**src/rtl/mesh_tag_queue_pkg.sv**
```systemverilog
// Shared types and constants for the mesh in-flight request tracker.
package mesh_tag_queue_pkg;

    localparam int DIM           = 16;
    localparam int ACC_W         = 20;
    localparam int DEFAULT_DEPTH = 6;

    typedef struct packed {
        logic        rob_id_valid;
        logic [5:0]  rob_id;
        logic        is_acc_addr;
        logic        accumulate;
        logic        read_full_acc_row;
        logic [2:0]  norm_cmd;
        logic [10:0] garbage;
        logic        is_garbage;
        logic [13:0] addr_data;
        logic [4:0]  rows;
        logic [4:0]  cols;
    } mesh_tag_t;

    function automatic logic [31:0] sat_inc32(input logic [31:0] v);
        return (v == '1) ? v : v + 32'd1;
    endfunction

endpackage

```
**src/rtl/mesh_tag_ring.sv**
```systemverilog
// Circular buffer of {tag, total_rows} with push/pop, occupancy count and a
// parallel read-out rotated so that slot 0 is always the oldest entry.
module mesh_tag_ring
    import mesh_tag_queue_pkg::*;
#(
    parameter int DEPTH  = DEFAULT_DEPTH,
    parameter int TAG_W  = 40,
    parameter int ROWS_W = 5,
    parameter int CNT_W  = $clog2(DEPTH + 1)
) (
    input  logic                   clk,
    input  logic                   rst,
    input  logic                   push_i,
    input  logic [TAG_W-1:0]       push_tag_i,
    input  logic [ROWS_W-1:0]      push_rows_i,
    input  logic                   pop_i,
    output logic [TAG_W-1:0]       head_tag_o,
    output logic [ROWS_W-1:0]      head_rows_o,
    output logic [CNT_W-1:0]       occupancy_o,
    output logic [DEPTH-1:0]       tags_valid_o,
    output logic [DEPTH*TAG_W-1:0] tags_flat_o
);

    localparam int PTR_W = $clog2(DEPTH);

    logic [TAG_W-1:0]  tag_q  [DEPTH];
    logic [ROWS_W-1:0] rows_q [DEPTH];
    logic [PTR_W-1:0]  head_q, head_d, tail_q, tail_d;
    logic [CNT_W-1:0]  cnt_q, cnt_d;

    // Explicit compare so pointers wrap correctly for non-power-of-2 DEPTH.
    function automatic logic [PTR_W-1:0] wrap_inc(input logic [PTR_W-1:0] p);
        return (p == PTR_W'(DEPTH - 1)) ? '0 : p + 1'b1;
    endfunction

    always_comb begin
        head_d = pop_i  ? wrap_inc(head_q) : head_q;
        tail_d = push_i ? wrap_inc(tail_q) : tail_q;
        cnt_d  = cnt_q;
        if (push_i && !pop_i)
            cnt_d = cnt_q + 1'b1;
        else if (!push_i && pop_i)
            cnt_d = cnt_q - 1'b1;
    end

    always_ff @(posedge clk) begin
        if (rst) begin
            head_q <= '0;
            tail_q <= '0;
            cnt_q  <= '0;
        end else begin
            head_q <= head_d;
            tail_q <= tail_d;
            cnt_q  <= cnt_d;
        end
    end

    always_ff @(posedge clk) begin
        if (push_i) begin
            tag_q[tail_q]  <= push_tag_i;
            rows_q[tail_q] <= push_rows_i;
        end
    end

    always_comb begin
        for (int i = 0; i < DEPTH; i++) begin
            logic [PTR_W:0] idx;
            idx = {1'b0, head_q} + (PTR_W + 1)'(i);
            if (idx >= (PTR_W + 1)'(DEPTH))
                idx = idx - (PTR_W + 1)'(DEPTH);
            tags_flat_o[i*TAG_W +: TAG_W] = tag_q[idx[PTR_W-1:0]];
            tags_valid_o[i]               = (CNT_W'(i) < cnt_q);
        end
    end

    assign head_tag_o  = tag_q[head_q];
    assign head_rows_o = rows_q[head_q];
    assign occupancy_o = cnt_q;

endmodule

```
**src/rtl/mesh_tag_queue.sv**
```systemverilog
// In-flight matmul request tracker: tags mesh result rows with their owning request.
// Optional perf counters are built when MESH_TAG_QUEUE_PERF_EN is defined.
module mesh_tag_queue
    import mesh_tag_queue_pkg::*;
#(
    parameter int DEPTH  = DEFAULT_DEPTH,
    parameter int TAG_W  = 40,
    parameter int ROWS_W = 5,
    parameter int DATA_W = DIM * ACC_W,
    parameter int CNT_W  = $clog2(DEPTH + 1)
) (
    input  logic                   clk,
    input  logic                   rst,
    input  logic                   req_valid,
    output logic                   req_ready,
    input  logic [TAG_W-1:0]       req_tag,
    input  logic [ROWS_W-1:0]      req_total_rows,
    input  logic                   row_valid,
    input  logic [DATA_W-1:0]      row_data,
    output logic                   resp_valid,
    output logic [TAG_W-1:0]       resp_tag,
    output logic [ROWS_W-1:0]      resp_total_rows,
    output logic                   resp_last,
    output logic [DATA_W-1:0]      resp_data,
    output logic [DEPTH-1:0]       tags_valid,
    output logic [DEPTH*TAG_W-1:0] tags_in_progress,
    output logic [CNT_W-1:0]       occupancy,
    output logic                   err_underflow
`ifdef MESH_TAG_QUEUE_PERF_EN
    ,
    output logic [31:0]            perf_full_cycles,
    output logic [31:0]            perf_rows_retired
`endif
);

    logic [CNT_W-1:0]  occ;
    logic [TAG_W-1:0]  head_tag;
    logic [ROWS_W-1:0] head_rows, eff_rows;
    logic [ROWS_W-1:0] row_cnt_q, row_cnt_d;
    logic              push, row_hit, row_last, pop;
    logic              resp_valid_q, resp_last_q, err_q;
    logic [TAG_W-1:0]  resp_tag_q;
    logic [ROWS_W-1:0] resp_rows_q;
    logic [DATA_W-1:0] resp_data_q;

    mesh_tag_ring #(
        .DEPTH (DEPTH),
        .TAG_W (TAG_W),
        .ROWS_W(ROWS_W),
        .CNT_W (CNT_W)
    ) u_ring (
        .clk         (clk),
        .rst         (rst),
        .push_i      (push),
        .push_tag_i  (req_tag),
        .push_rows_i (req_total_rows),
        .pop_i       (pop),
        .head_tag_o  (head_tag),
        .head_rows_o (head_rows),
        .occupancy_o (occ),
        .tags_valid_o(tags_valid),
        .tags_flat_o (tags_in_progress)
    );

    // Ready depends only on registered occupancy; a same-cycle pop never frees a full queue.
    assign req_ready = (occ != CNT_W'(DEPTH));
    assign push      = req_valid && req_ready;
    assign row_hit   = row_valid && (occ != '0);
    assign eff_rows  = (head_rows == '0) ? ROWS_W'(1) : head_rows;
    assign row_last  = (row_cnt_q == eff_rows - 1'b1);
    assign pop       = row_hit && row_last;

    always_comb begin
        row_cnt_d = row_cnt_q;
        if (row_hit)
            row_cnt_d = row_last ? '0 : row_cnt_q + 1'b1;
    end

    always_ff @(posedge clk) begin
        if (rst) begin
            row_cnt_q    <= '0;
            resp_valid_q <= 1'b0;
            resp_last_q  <= 1'b0;
            err_q        <= 1'b0;
        end else begin
            row_cnt_q    <= row_cnt_d;
            resp_valid_q <= row_hit;
            resp_last_q  <= pop;
            err_q        <= err_q | (row_valid && (occ == '0));
        end
    end

    always_ff @(posedge clk) begin
        if (row_hit) begin
            resp_tag_q  <= head_tag;
            resp_rows_q <= head_rows;
            resp_data_q <= row_data;
        end
    end

    assign resp_valid      = resp_valid_q;
    assign resp_last       = resp_last_q;
    assign resp_tag        = resp_tag_q;
    assign resp_total_rows = resp_rows_q;
    assign resp_data       = resp_data_q;
    assign occupancy       = occ;
    assign err_underflow   = err_q;

    a_rows_nonzero: assert property (@(posedge clk) disable iff (rst)
        push |-> (req_total_rows != '0));

`ifdef MESH_TAG_QUEUE_PERF_EN
    logic [31:0] perf_full_q, perf_rows_q;

    always_ff @(posedge clk) begin
        if (rst) begin
            perf_full_q <= '0;
            perf_rows_q <= '0;
        end else begin
            if (req_valid && !req_ready)
                perf_full_q <= sat_inc32(perf_full_q);
            if (resp_valid_q)
                perf_rows_q <= sat_inc32(perf_rows_q);
        end
    end

    assign perf_full_cycles  = perf_full_q;
    assign perf_rows_retired = perf_rows_q;
`endif

endmodule

```
**config.mk**
```make
export PLATFORM = sky130hd
export DESIGN_NAME = mesh_tag_queue
export DESIGN_NICKNAME = d
export VERILOG_FILES = /design/src/rtl/mesh_tag_queue_pkg.sv /design/src/rtl/mesh_tag_ring.sv /design/src/rtl/mesh_tag_queue.sv
export SDC_FILE = /design/constraint.sdc
export NUM_CORES = 1
export LEC_CHECK = 0
export ABC_AREA = 1
export CORE_AREA = 2 2 379 381
export CTS_CLUSTER_DIAMETER = 150
export DETAILED_ROUTE_END_ITERATION = 8
export DIE_AREA = 0 0 381 383
export GPL_TIMING_DRIVEN = 0
export PLACE_DENSITY = 0.51
export SLEW_MARGIN = 20
export SYNTH_ARGS = -nofsm -noshare
export SYNTH_HDL_FRONTEND = slang
export SYNTH_HIERARCHICAL = 1
export SYNTH_SLANG_ARGS = --single-unit
```
**constraint.sdc**
```tcl
create_clock -name clk -period 7.67 [get_ports clk]
set_input_delay 1.1505 -clock clk [delete_from_list [all_inputs] [get_ports clk]]
set_output_delay 1.1505 -clock clk [all_outputs]
set_load 0.02 [all_outputs]
```
After elaboration in Yosys (flattened, before gate mapping)

Memories as Yosys holds them, arrays and structs flattened. A register that Yosys moved wholly into a read port is not among the register bits.
Index checks and enable logic that the tools add are counted.

Flip-flop bits (word level): 342
Bits in writable memories: 270
Input bits: 369
Logic and storage cells: 73
Memories: 2

Memory list:

| memory        | depth | bits a word | read ports | clocked after memory_dff | wr ports | RTL line            | source |
|---|---|---|---|---|---|---|---|
| u_ring.tag_q  | 6     | 40          | 7          | 1                        | 1        | mesh_tag_ring.sv:26 | `logic [TAG_W-1:0] tag_q [DEPTH];` |
| u_ring.rows_q | 6     | 5           | 1          | 1                        | 1        | mesh_tag_ring.sv:27 | `logic [ROWS_W-1:0] rows_q [DEPTH];` |

Add/subtract/negate cells: 17
Order comparisons: 12
Equal/unequal tests: 4
Muxes and demuxes: 16
Bitwise logic cells: 1
Reduce and logical (&&, ||, !) cells: 12

Operators with widths:

| operator            | count |
|---|---|
| $mux 3              | 12 |
| $ge 4x3->1 const B  | 5 |
| $sub 3x3->3 const B | 6 |
| $mux 5              | 2 |
| $add 3x1->3 const B | 3 |
| $add 3x2->4 const B | 2 |
| $add 3x3->4 const B | 2 |
| $eq 3x3->1 const B  | 2 |
| $logic_and 1x1->1   | 6 |
| $lt 1x3->1 const A  | 2 |
| $lt 2x3->1 const A  | 2 |
| $lt 3x3->1 const A  | 2 |
| $add 5x1->5 const B | 1 |
| $eq 5x5->1          | 1 |
| $logic_not 5->1     | 1 |
| $sub 5x1->5 const B | 1 |
| $add 3x1->4 const B | 1 |
| $ge 3x3->1 const B  | 1 |
| $logic_not 3->1     | 1 |
| $ne 3x3->1 const B  | 1 |
| $reduce_bool 3->1   | 1 |
| $sub 3x1->3 const B | 1 |
| $logic_not 1->1     | 2 |
| $mux 1              | 2 |
| other kinds (2)     | 2 |

Logic depth before layout (Yosys ltp)

Depth in word-level cells: 8
Depth in mapped cells: 28
Mapped depth without buffers: 25

By module

Netlist, hierarchy kept.

By module, submodules not included:

| module         | instances | cells an instance | area an instance (µm²) | sequential area each (µm²) |
|---|---|---|---|---|
| mesh_tag_ring  | 1         | 2725              | 19332.3                | 8348.0 |
| mesh_tag_queue | 1         | 453               | 11533.6                | 11120.7 |

Least setup slack after synthesis

OpenSTA, ideal clock, no wires.

Kind: input -> register
Start: in row_valid
End: reg u_ring.cnt_q[2], in the netlist u_ring/occupancy_o[2]
Setup time: 0.122 ns
Arrival time: 7.764 ns
Slack: -0.216 ns
Stages on the path: 10
Cells stage by stage: inv_1 > nor2_4 > nand3_4 > inv_1 > inv_1 > ha_1 > nor2_1 > o21ai_0 > o21ai_0 > a21oi_1

Word-level cells in the longest chain between the ends: 5
Elaborated cells between the ends (all ways): 7
Classes of those cells: mux: 1; reduce/logical: 6

Ends and longest elaborated chain:

| element                                     | RTL line             | source |
|---|---|---|
| start, declared                             | mesh_tag_queue.sv:18 | `input logic row_valid,` |
| $logic_and 1x1->1 (*)                       | mesh_tag_queue.sv:68 | `assign row_hit = row_valid && (occ != '0);` |
| net row_hit                                 | mesh_tag_queue.sv:40 | `logic push, row_hit, row_last, pop;` |
| $logic_and 1x1->1 (*)                       | mesh_tag_queue.sv:71 | `assign pop = row_hit && row_last;` |
| net pop                                     | mesh_tag_queue.sv:40 |  |
| $logic_not 1->1                             | mesh_tag_ring.sv:40  | `if (push_i && !pop_i)` |
| $logic_and 1x1->1                           | mesh_tag_ring.sv:40  |  |
| $mux 3 or $reduce_bool 2->1 (tied branches) | -                    |  |
| end signal, assigned                        | mesh_tag_ring.sv:54  | `cnt_q <= cnt_d;` |
| end, declared                               | mesh_tag_ring.sv:29  | `logic [CNT_W-1:0] cnt_q, cnt_d;` |

The timed path passes the listed nets; every way through them passes the cells marked *.
A chain may end at the register's enable or synchronous reset.

Worst setup path after layout

Start: reg u_ring.head_q[0]
End: out tags_in_progress[109]

Word-level cells in the longest chain between the ends: 4
Elaborated cells between the ends (all ways): 5
Classes of those cells: add/sub: 2; order compare: 1; mux: 1; memory: 1

Ends and longest elaborated chain:

| element                                   | RTL line                                 | source |
|---|---|---|
| start, declared                           | mesh_tag_ring.sv:28                      | `logic [PTR_W-1:0] head_q, head_d, tail_q, tail_d;` |
| start signal, assigned                    | mesh_tag_ring.sv:48                      | `head_q <= '0;` |
| start signal, assigned                    | mesh_tag_ring.sv:52                      | `head_q <= head_d;` |
| $add 3x2->4 (*)                           | mesh_tag_ring.sv:68                      | `idx = {1'b0, head_q} + (PTR_W + 1)'(i);` |
| $ge 4x3->1 or $sub 3x3->3 (tied branches) | mesh_tag_ring.sv:69, mesh_tag_ring.sv:70 |  |
| $mux 3 (*)                                | mesh_tag_ring.sv:69                      | `if (idx >= (PTR_W + 1)'(DEPTH))` |
| $mem_v2 6x40 (*)                          | -                                        |  |
| end, declared                             | mesh_tag_queue.sv:26                     | `output logic [DEPTH*TAG_W-1:0] tags_in_progress,` |

Every way passes the cells marked *; elsewhere a longest branch is shown, timed or not.

==> run_results.csv <==
group,metric,value,unit
timing,fin_crit_sh,82.7,%
outcome,outcome,"finished clean",
floorplan,initial_core_util,21.7,%
placed_design,place_ws,2.15,ns
layout,n_fill_cell,14698,
cts,worst_skew_pair.late_latency,0.70,ns
layout,fin_area,46800,µm²
critical_path,critical_path_class,"reg -> out",
drt,dr.pass1.iters,6,
global_route,grtUsageTotal,25.6,%
cts,cts_tree,"done",
hold_path,min_from,"err_underflow$_SDFF_PP0_",
yosys,yosysMostFrequentCell,"nand2_1",
cts,cts_resized,0,
critical_path,cp-start-kind,"flop",
drt,vias,30409,
hold_path,worstHoldPathType,"reg -> reg",
cts,htreeDepth,3,
floorplan,ioPinCount,987,
yosys,synth_flop_cell,"edfxtp_1",
critical_path,crit_slowest_cell,"clkbuf_1",
floorplan,dieArea,146000,µm²
floorplan,die_w,381,µm
drt,vias_per_cell,4.85,
yosys,netlist_instances,3178,
placed_design,dpl_cell_area,44100,µm²
layout,syn_to_final_growth,51.5,%
timing,worst_slew_pin_slew,1.20,ns
timing,fin_crit,6.34,ns
cts,clockBufferDepth,3,
timing,hold_viol_final,0,
layout,regArea,19500,µm²
yosys,synthAdderAreaFrac,0.649,%
drt,antenna_left,0,
yosys,synth_xor_xnor_area_share,0.199,%
drt,remaining_drc_errors,0,
yosys,synth_top_cell_by_area,"edfxtp_1",
job,max_cap_violations,0,
cts,cts_buffers,84,
power_and_ir_drop,ir_worst_vdd,147,µV
critical_path,cp_data_arrival_time,5.19,ns
layout,nets,4671,
floorplan,core_area,142000,µm²
yosys,seq_area_frac_synth,63.1,%
critical_path,worst-path-buf-inv,10,
yosys,async_reset_ff_share,0,%
global_route,grt_max_degree,27,
critical_path,slowest_delay,0.72,ns
drt,finalWirelength,194000,µm
layout,drive_gt1_share,7.10,%
critical_path,cp.required,6.52,ns
yosys,yosys.cell_types.count,39,
critical_path,cp_common_cell,"nand2_1",
global_route,grt_overflow_total,0,
power_and_ir_drop,p_per_area,216,nW/µm²
timing,fmax,0.158,GHz
yosys,synth_top_family_by_area,"simple AND/OR/NAND/NOR gates",
timing,drv_slew,0,
yosys,avgSynthCellArea,9.71,µm²
cts,post_cts_buffers,0,
cts,cts_hold_buf,0,
timing,setup_viol,0,
floorplan,die_h,383,µm
drt,wl_per_cell,31.0,µm
placed_design,hpwl,157000,µm
placed_design,place_congestion,0.943,
placed_design,dp.cells,6103,
power_and_ir_drop,p_leak,0.0173,µW
yosys,synth_nets,3563,
yosys,syn_area,30900,µm²
timing,rsz0062_at_grt,"no",
yosys,yosysTopAreaCellShare,61.8,%
critical_path,crit_path_start,"u_ring/head_q[0]$_SDFFE_PP0P_",
cts,cts_sinks,655,
yosys,yosys-top-cells-count,"nand2_1 (1,045), edfxtp_1 (635), nand3_1 (379), o21ai_0 (284), inv_1 (161)",
critical_path,end_kind,"output pin",
drt,drtIter0Drc,3495,
timing,clock-skew-final,0.0436,ns
critical_path,cp_max_fo,11,
power_and_ir_drop,power,10100,µW
layout,multi_input_area,9800,µm²
global_route,grt_antenna_before_repair,114,
global_route,grt_pass1_wl,255000,µm
yosys,synth.area.top_cells,"edfxtp_1 (62%), nand2_1 (13%), nand3_1 (6.1%)",
layout,fin_cells,6267,
floorplan,std_cell_rows,139,
cts,cts.clk_slew.worst_paths,0.06,ns
global_route,grt_pass1_vias,28539,
placed_design,io_buffers,986,
timing,maxSlewHeadroom,19.3,%
cts,cts_root_buf,"clkbuf_16",
yosys,yosys.area_share.simple,21.0,%
critical_path,path_cells,"buf_6 > buf_6 > inv_2 > buf_4 > buf_2 > ha_1 > inv_1 > o21ai_0 > inv_1 > nand2_1 > nand2_1 > inv_1 > clkbuf_1 > nand2_1 > nand3_1 > nand2_1 > clkdlybuf4s50_1",
timing,tns,0,ns
timing,post-route-worst-setup-slack,1.33,ns
yosys,synth-edff-count,635,
yosys,synth_mux_area_share,0,%
yosys,yosysWarnings,6,
critical_path,cp_top_family,"buffers and inverters",
yosys,ys_ff_latch,655,
yosys,synth_compound_area_share,9.72,%
==> cell type report <==
cell class / instances / share of cell area (%)
Sequential cell: 655 / 41.6
Clock buffer: 97 / 4.69
Tap cell: 1903 / 5.09
Inverter: 171 / 1.38
Clock inverter: 56 / 0.950
Timing Repair Buffer: 1022 / 23.1
Buffer: 216 / 2.16
Multi-Input combinational cell: 2136 / 21.0
Antenna cell: 11 / 0.0589
==> layout by cell type (no fill, tap or decap), types with 5 or more instances in the layout <==
cell type	count
clkbuf_16	85
buf_1	20
inv_1	160
buf_6	10
ha_1	15
clkbuf_2	6
xor2_1	5
o21ai_1	132
o22ai_1	45
nor2_4	8
buf_12	10
nand2_1	1045
inv_2	9
nor2_1	65
or2_2	20
nand2_2	6
clkbuf_1	110
a21oi_1	52
diode_2	11
clkinv_4	6
dfxtp_1	20
o21ai_0	283
buf_16	26
clkinv_2	11
nand3_1	379
buf_4	6
clkdlybuf4s50_1	986
or2_1	20
edfxtp_1	635
buf_2	74
o211ai_1	40
clkinv_1	26
==> logic make-up after synthesis <==
family / after synthesis
buf+inv: 387
compound gates: 560
flops: 655
simple gates: 1553
fa+ha+maj: 16
xor+xnor: 7
==> power by group <==
| group | total [µW] | leakage (µW) | internal [µW] | switching, µW |
|---|---|---|---|---|
| Clock | 3870 | 0.00128 | 2160 | 1710 |
| Sequential | 4320 | 0.00605 | 4230 | 88.5 |
| Combinational | 1910 | 0.00998 | 793 | 1120 |
==> registers in the layout, summed over array words and instances, names as in the netlist, named ones only <==
register and flops:
err_underflow 1, resp_last 1, resp_total_rows 5, u_ring/tail_q 3
row_cnt_q 5, resp_tag 40, u_ring/rows_q 30, u_ring/tag_q 240
u_ring/head_q 3, u_ring/occupancy_o 3, resp_data 320, resp_valid 1
==> tightest hold or removal path, delay by kind of cell (launching register included) <==
kind                   cells  cell delay [ns]
DFF                        1             0.31
buffers and inverters      1             0.05
AOI/OAI and AO/OA          1             0.05
==> metrics by stage <==
step	utilization [%]	hold slack, ns
global route	32.9	0.515
global placement	30.3	0.447
floorplan	-	0.478
detailed placement	31.0	0.450
CTS	32.8	0.462
finish	32.9	0.461
==> metal layers <==
metal / GRT usage (%) / up-vias / part of all wire (%)
li1: - / 13216 / -
met1: 29.7 / 14712 / 37
met2: 46.1 / 2019 / 50
met3: 5.51 / 444 / 8.5
met4: 9.20 / 18 / 4.4
met5: 0 / - / 0.058
==> final timing paths <==
kind	slack, ns	endpoint	depth (start not counted)
worst min register to register	0.46	err_underflow$_SDFF_PP0_	2
worst max register to register	2.84	u_ring/occupancy_o[2]$_SDFFE_PP0P_	22
worst max-delay path	1.33	tags_in_progress[109]	17
worst min-delay path	0.46	err_underflow$_SDFF_PP0_	2
Power figures use the tool's default switching activity.
